===== config.mk =====
export PLATFORM = sky130hd
export DESIGN_NAME = rf_wb_sequencer
export DESIGN_NICKNAME = d
export VERILOG_FILES = /design/src/rtl/rf_wb_sequencer.sv
export SDC_FILE = /design/constraint.sdc
export NUM_CORES = 1
export LEC_CHECK = 0
export CAP_MARGIN = 5
export CORE_MARGIN = 8
export CORE_UTILIZATION = 36
export DETAILED_ROUTE_END_ITERATION = 16
export GPL_TIMING_DRIVEN = 1
export PLACE_DENSITY = 0.95
export SYNTH_ARGS = -nofsm -noshare
export SYNTH_HDL_FRONTEND = slang
export SYNTH_SLANG_ARGS = --single-unit

===== constraint.sdc =====
create_clock -name CLK -period 2.3 [get_ports CLK]
set_input_delay 0.345 -clock CLK [delete_from_list [all_inputs] [get_ports CLK]]
set_output_delay 0.345 -clock CLK [all_outputs]
set_load 0.005 [all_outputs]

===== src/rtl/rf_wb_sequencer.sv =====
`default_nettype none
//------------------------------------------------------------------------------
// Module   : rf_wb_sequencer
// Function : Register-file write-back front end. It clears every register to
//            INIT_VAL after reset or on request, and otherwise passes CPU writes through.
// Revision : 1.0 - initial release
//------------------------------------------------------------------------------
module rf_wb_sequencer #(
   parameter int                DATA_W   = 8,
   parameter int                ADDR_W   = 5,
   parameter int                DEPTH    = 32,
   parameter logic [DATA_W-1:0] INIT_VAL = '0
) (
   input  logic              CLK,
   input  logic              RST_N,
   input  logic              CLR_REQ,
   input  logic              RF_WR_IN,
   input  logic [ADDR_W-1:0] ADRX_IN,
   input  logic [1:0]        RF_WR_SEL,
   input  logic [DATA_W-1:0] ALU_RESULT,
   input  logic [DATA_W-1:0] SCR_DATA,
   input  logic [DATA_W-1:0] IN_PORT,
   input  logic [DATA_W-1:0] IMM,
   output logic              BUSY,
   output logic              DONE,
   output logic              RF_WR,
   output logic [ADDR_W-1:0] ADRX,
   output logic [DATA_W-1:0] DIN
);

   localparam logic [ADDR_W-1:0] c_last = ADDR_W'(DEPTH - 1);
   localparam logic [ADDR_W-1:0] c_one  = ADDR_W'(1);

   typedef enum logic [1:0] {
      ST_START = 2'd0,
      ST_CLEAR = 2'd1,
      ST_RUN   = 2'd2
   } state_t;

   state_t            r_state;
   logic [ADDR_W-1:0] r_cnt;
   logic              r_done;
   logic              r_busy;

   logic [DATA_W-1:0] w_sel_data;
   logic              w_rf_wr;
   logic [ADDR_W-1:0] w_adrx;
   logic [DATA_W-1:0] w_din;

   // BUSY is kept as its own flop so it is glitch-free toward the CPU stall logic.
   always_ff @(posedge CLK or negedge RST_N) begin
      if (!RST_N) begin
         r_state <= ST_START;
         r_cnt   <= '0;
         r_done  <= 1'b0;
         r_busy  <= 1'b1;
      end else begin
         r_done <= 1'b0;
         case (r_state)
            ST_START: begin
               r_state <= ST_CLEAR;
               r_cnt   <= '0;
               r_busy  <= 1'b1;
            end
            ST_CLEAR: begin
               if (r_cnt == c_last) begin
                  r_state <= ST_RUN;
                  r_cnt   <= '0;
                  r_done  <= 1'b1;
                  r_busy  <= 1'b0;
               end else begin
                  r_cnt <= r_cnt + c_one;
               end
            end
            ST_RUN: begin
               if (CLR_REQ) begin
                  r_state <= ST_CLEAR;
                  r_cnt   <= '0;
                  r_busy  <= 1'b1;
               end
            end
            default: begin
               r_state <= ST_START;
               r_cnt   <= '0;
               r_busy  <= 1'b1;
            end
         endcase
      end
   end

   always_comb begin
      w_sel_data = ALU_RESULT;
      case (RF_WR_SEL)
         2'd0:    w_sel_data = ALU_RESULT;
         2'd1:    w_sel_data = SCR_DATA;
         2'd2:    w_sel_data = IN_PORT;
         default: w_sel_data = IMM;
      endcase
   end

   // The RUN path stays combinational so CPU writes see no added latency.
   always_comb begin
      w_rf_wr = 1'b0;
      w_adrx  = '0;
      w_din   = '0;
      case (r_state)
         ST_CLEAR: begin
            w_rf_wr = 1'b1;
            w_adrx  = r_cnt;
            w_din   = INIT_VAL;
         end
         ST_RUN: begin
            w_rf_wr = RF_WR_IN;
            w_adrx  = ADRX_IN;
            w_din   = w_sel_data;
         end
         default: begin
            w_rf_wr = 1'b0;
            w_adrx  = '0;
            w_din   = '0;
         end
      endcase
   end

   assign BUSY  = r_busy;
   assign DONE  = r_done;
   assign RF_WR = w_rf_wr;
   assign ADRX  = w_adrx;
   assign DIN   = w_din;

endmodule
`default_nettype wire


==> run summary <==
The shortest period the worst path allows is 2.23 ns. The worst register-to-register path has a depth of 6. The deepest level of the CTS H-tree is 1. The number of buffers added by the clock tree synthesis step came out at 3. The number of placed instances with taps included is 159. The mapped cell area came out at 790 um^2. The top-area cell type share of the netlist area is 25.4%. By area the synthesized netlist is led by sky130_fd_sc_hd__dfrtp_1 25%, sky130_fd_sc_hd__mux4_2 23%, sky130_fd_sc_hd__ha_1 7.9%. The global-route wire length before repair came out at 4.59 mm.

The total length of routed met3 wires is 470 um. The number of buffers on the longest clock path came out at 2. The first detailed-routing pass ran for 4 iterations. The number of stages on the worst setup path came out at 5. The largest net degree at the start of global routing came out at 19.

The cell area reported after detailed placement is 1400 um^2. Global routing consumed, over all layers together, 14.3% of the routing resources. The largest driver fanout on the critical path is 18. The capture instance of the worst register-to-register path is r_cnt[3]$_DFFE_PN0P_. The finished layout cell area is 1460 um^2. The number of nets still failing antenna checks after routing is 0. For the final routed database, the setup TNS stands at 0 ns. The per-cell via count in the routed design is 5.22. At the end of the flow the core is filled with cells to 67.9%. TritonCTS built the clock tree. The number of warnings printed during yosys synthesis came out at 0. Setup repair after global routing could not meet its margin everywhere. The number of enable-type register cells in the synthesized netlist is 0. The net count after synthesis came out at 125. The max-capacitance violation count is 0. Walking the worst path, the cells encountered are inv_1, ha_4, a22oi_1, nor2b_1, clkdlybuf4s50_1. The post-route fraction of the period consumed by the critical path came out at 96.9%. The count of different cell masters after synthesis came out at 25. For this design, the slowest cell found on the critical path is sky130_fd_sc_hd__clkdlybuf4s50_1. The tree built by TritonCTS fans out to 9 sinks. The clock input transition at the sequential cells of the worst setup and hold paths came out at 0.07 ns. The arrival time reported for the critical path endpoint is 1.88 ns. At the end of the flow, the number of nets in the layout was 185. The wire length on met2 is 1.20 mm. The analysis attributes to cell leakage a power of 0.620 nW.

The chip width came out at 62.8 um. The power per cell area is 517 nW/um^2. The number of buffers and inverters on the critical path came out at 2. The die boundary height came out at 62.8 um. The worst setup path is of the reg2out kind. In this run, synthesis produced a sequential element count of 9. The total inserted antenna cells is 0. Summed over all layers, the global routing overflow is 0. The routed metal-1 wirelength came out at 1.03 mm.

The largest vdd supply drop came out at 269 uV. Buffers inserted to repair hold after CTS numbered 0. The worst setup path is launched from a flip-flop. The worst setup path is captured at an output pin. The final count of pins violating max slew is 0. The number of ports placed on the die boundary came out at 59. The mean routed wirelength per cell is 16.7 um.

The final setup slack of the worst path is 0.0713 ns. The sequential element share of the synthesized area came out at 28.7%. The predominant post-synthesis flop cell is sky130_fd_sc_hd__dfrtp_1. The setup slack at placement is -0.169 ns. The number of antenna violations at the first check in global routing came out at 0.

The dominant cell by count in the synthesized netlist is sky130_fd_sc_hd__and2_1. Following the worst setup path forward leads to its endpoint at ADRX[4]. Of all cell types, the one taking the most synthesized area is sky130_fd_sc_hd__dfrtp_1. At the later pin of the worst-skew pair, clock insertion delay measures 0.27 ns. The routed wire length came out at 2.74 mm.

The startpoint identified for the worst register-to-register timing path is r_cnt[0]$_DFFE_PN0P_. The effective utilization at floorplan came out at 36.8%. The placeable core region is 2150 um^2. Setup violations remaining at the end of the flow were counted as 0. Summed over all nets, the half-perimeter wirelength after detailed placement is 2.37 mm. Data on the critical path is required at its endpoint by 1.96 ns.

The mean cell area of the mapped netlist is 10.3 um^2. The slack of the worst reg-to-reg path came out at 0.52 ns. The die area came out at 3950 um^2.

The worst clock skew on the final layout came out at 0.00294 ns. The post-route DRC violation count is 0. The number of cells produced by synthesis is 77. The relative max-transition margin is 73.0%. Cells with a size suffix above 1 make up 12.5% of the layout.

The maximum clock rate is 449 MHz. The critical path starts at r_state[0]$_DFFE_PN0P_. The layout-stage area growth over the synthesis result is 84.8%. The tightest min-delay check is of the in2async type. The worst-case hold slack came out at 0.361 ns. For this run, the number of standard cells in the final layout without fillers is 164. The via count of the first global-routing pass is 993. The commonest cells after synthesis are 9 x sky130_fd_sc_hd__and2_1, 8 x sky130_fd_sc_hd__dfrtp_1, 8 x sky130_fd_sc_hd__mux4_2. The number of failing hold endpoints at the final stage came out at 0. The run finished with clean final reports.

The total vias in the final route is 856. After synthesis, the share of flip-flops with an asynchronous set or reset is 100%. The cell family contributing the most delay on the critical path is buffers and inverters. In this run the clock root is driven by a sky130_fd_sc_hd__clkbuf_4. The highest layer touched by signal routing is met4.

The transition time at the pin with the least slew margin is 0.403 ns. The number of placement rows is 17. On the worst path, the slowest cell contributes a delay of 0.53 ns. The count of port buffers added during placement came out at 58.

The initial detailed-routing violation count is 10. The final total power came out at 0.754 mW. The final weighted congestion in routability-driven placement is 0.853.
-- how the worst min path moves through the flow --
stage                         startpoint              endpoint  slack [ns]  cells after the start
detailed placement      BUSY$_DFFE_PN1P_      BUSY$_DFFE_PN1P_        0.52                      1
global route                       RST_N  r_cnt[3]$_DFFE_PN0P_        0.40                      1
CTS                                RST_N  r_cnt[3]$_DFFE_PN0P_        0.37                      1
floorplan                          RST_N        DONE$_DFF_PN0_        0.05                      0
finish                             RST_N  r_cnt[3]$_DFFE_PN0P_        0.36                      1
global placement    r_cnt[4]$_DFFE_PN0P_  r_cnt[4]$_DFFE_PN0P_        0.49                      2
-- worst reg2reg max path: cells and delay by family, from the launching register on --
family,cells,cell delay [ns]
DFF,1,0.43
AOI/OAI and AO/OA,1,0.20
adders and majority gates,2,0.48
and+or+nand+nor,3,0.59
-- flip-flops by register name, indices dropped and copies added (netlist names) --
register,cells
BUSY,1
r_cnt,5
DONE,1
r_state,2
-- final cells by class --
class,instances,area (um^2)
Fill cell,154,689
Timing Repair Buffer,60,609
Multi-Input combinational cell,61,553
Sequential cell,9,226
Tap cell,28,35.0
Clock buffer,3,22.5
Inverter,2,7.51
Clock inverter,1,5.00
-- where the power goes --
part | switching, mW | internal (mW)
combinational | 0.154 | 0.239
clock | 0.0643 | 0.0646
sequential | 0.0404 | 0.193
-- per-layer routing --
metal,vias to the layer above,global-route usage (%)
met5,-,0
met4,0,5.13
met3,2,10.8
met2,55,22.1
met1,400,14.4
li1,399,-
-- cells by family (layout without fill, tap and decap cells) --
logic type	after synthesis	after routing	share of synthesized area, %
and+or+nand+nor	33	33	23.8
AOI/OAI and AO/OA	15	15	12.4
DFF	9	9	28.7
muxes	8	8	22.8
buffers and inverters	7	66	4.44
adders and majority gates	5	5	7.92
-- placed cells by master, fill, tap and decap left out, drive strengths merged, types with 2 or more instances in the layout --
| cell | n |
|---|---|
| and2 | 9 |
| mux4 | 8 |
| buf | 2 |
| inv | 2 |
| ha | 5 |
| nand2 | 7 |
| nor2b | 7 |
| a22oi | 5 |
| o21ai | 4 |
| nand2b | 2 |
| clkdlybuf4s50 | 49 |
| dlygate4sd2 | 9 |
| a21oi | 2 |
| dfrtp | 8 |
| clkbuf | 3 |
| nand3 | 3 |
-- what timing repair did --
action | in CTS | in global routing
gates cloned | 0 | 0
buffers inserted | 1 | 0
setup endpoints to repair | 14 | 6
resized for setup | 11 | 2
Note: power is estimated with default switching activity, not from simulation.
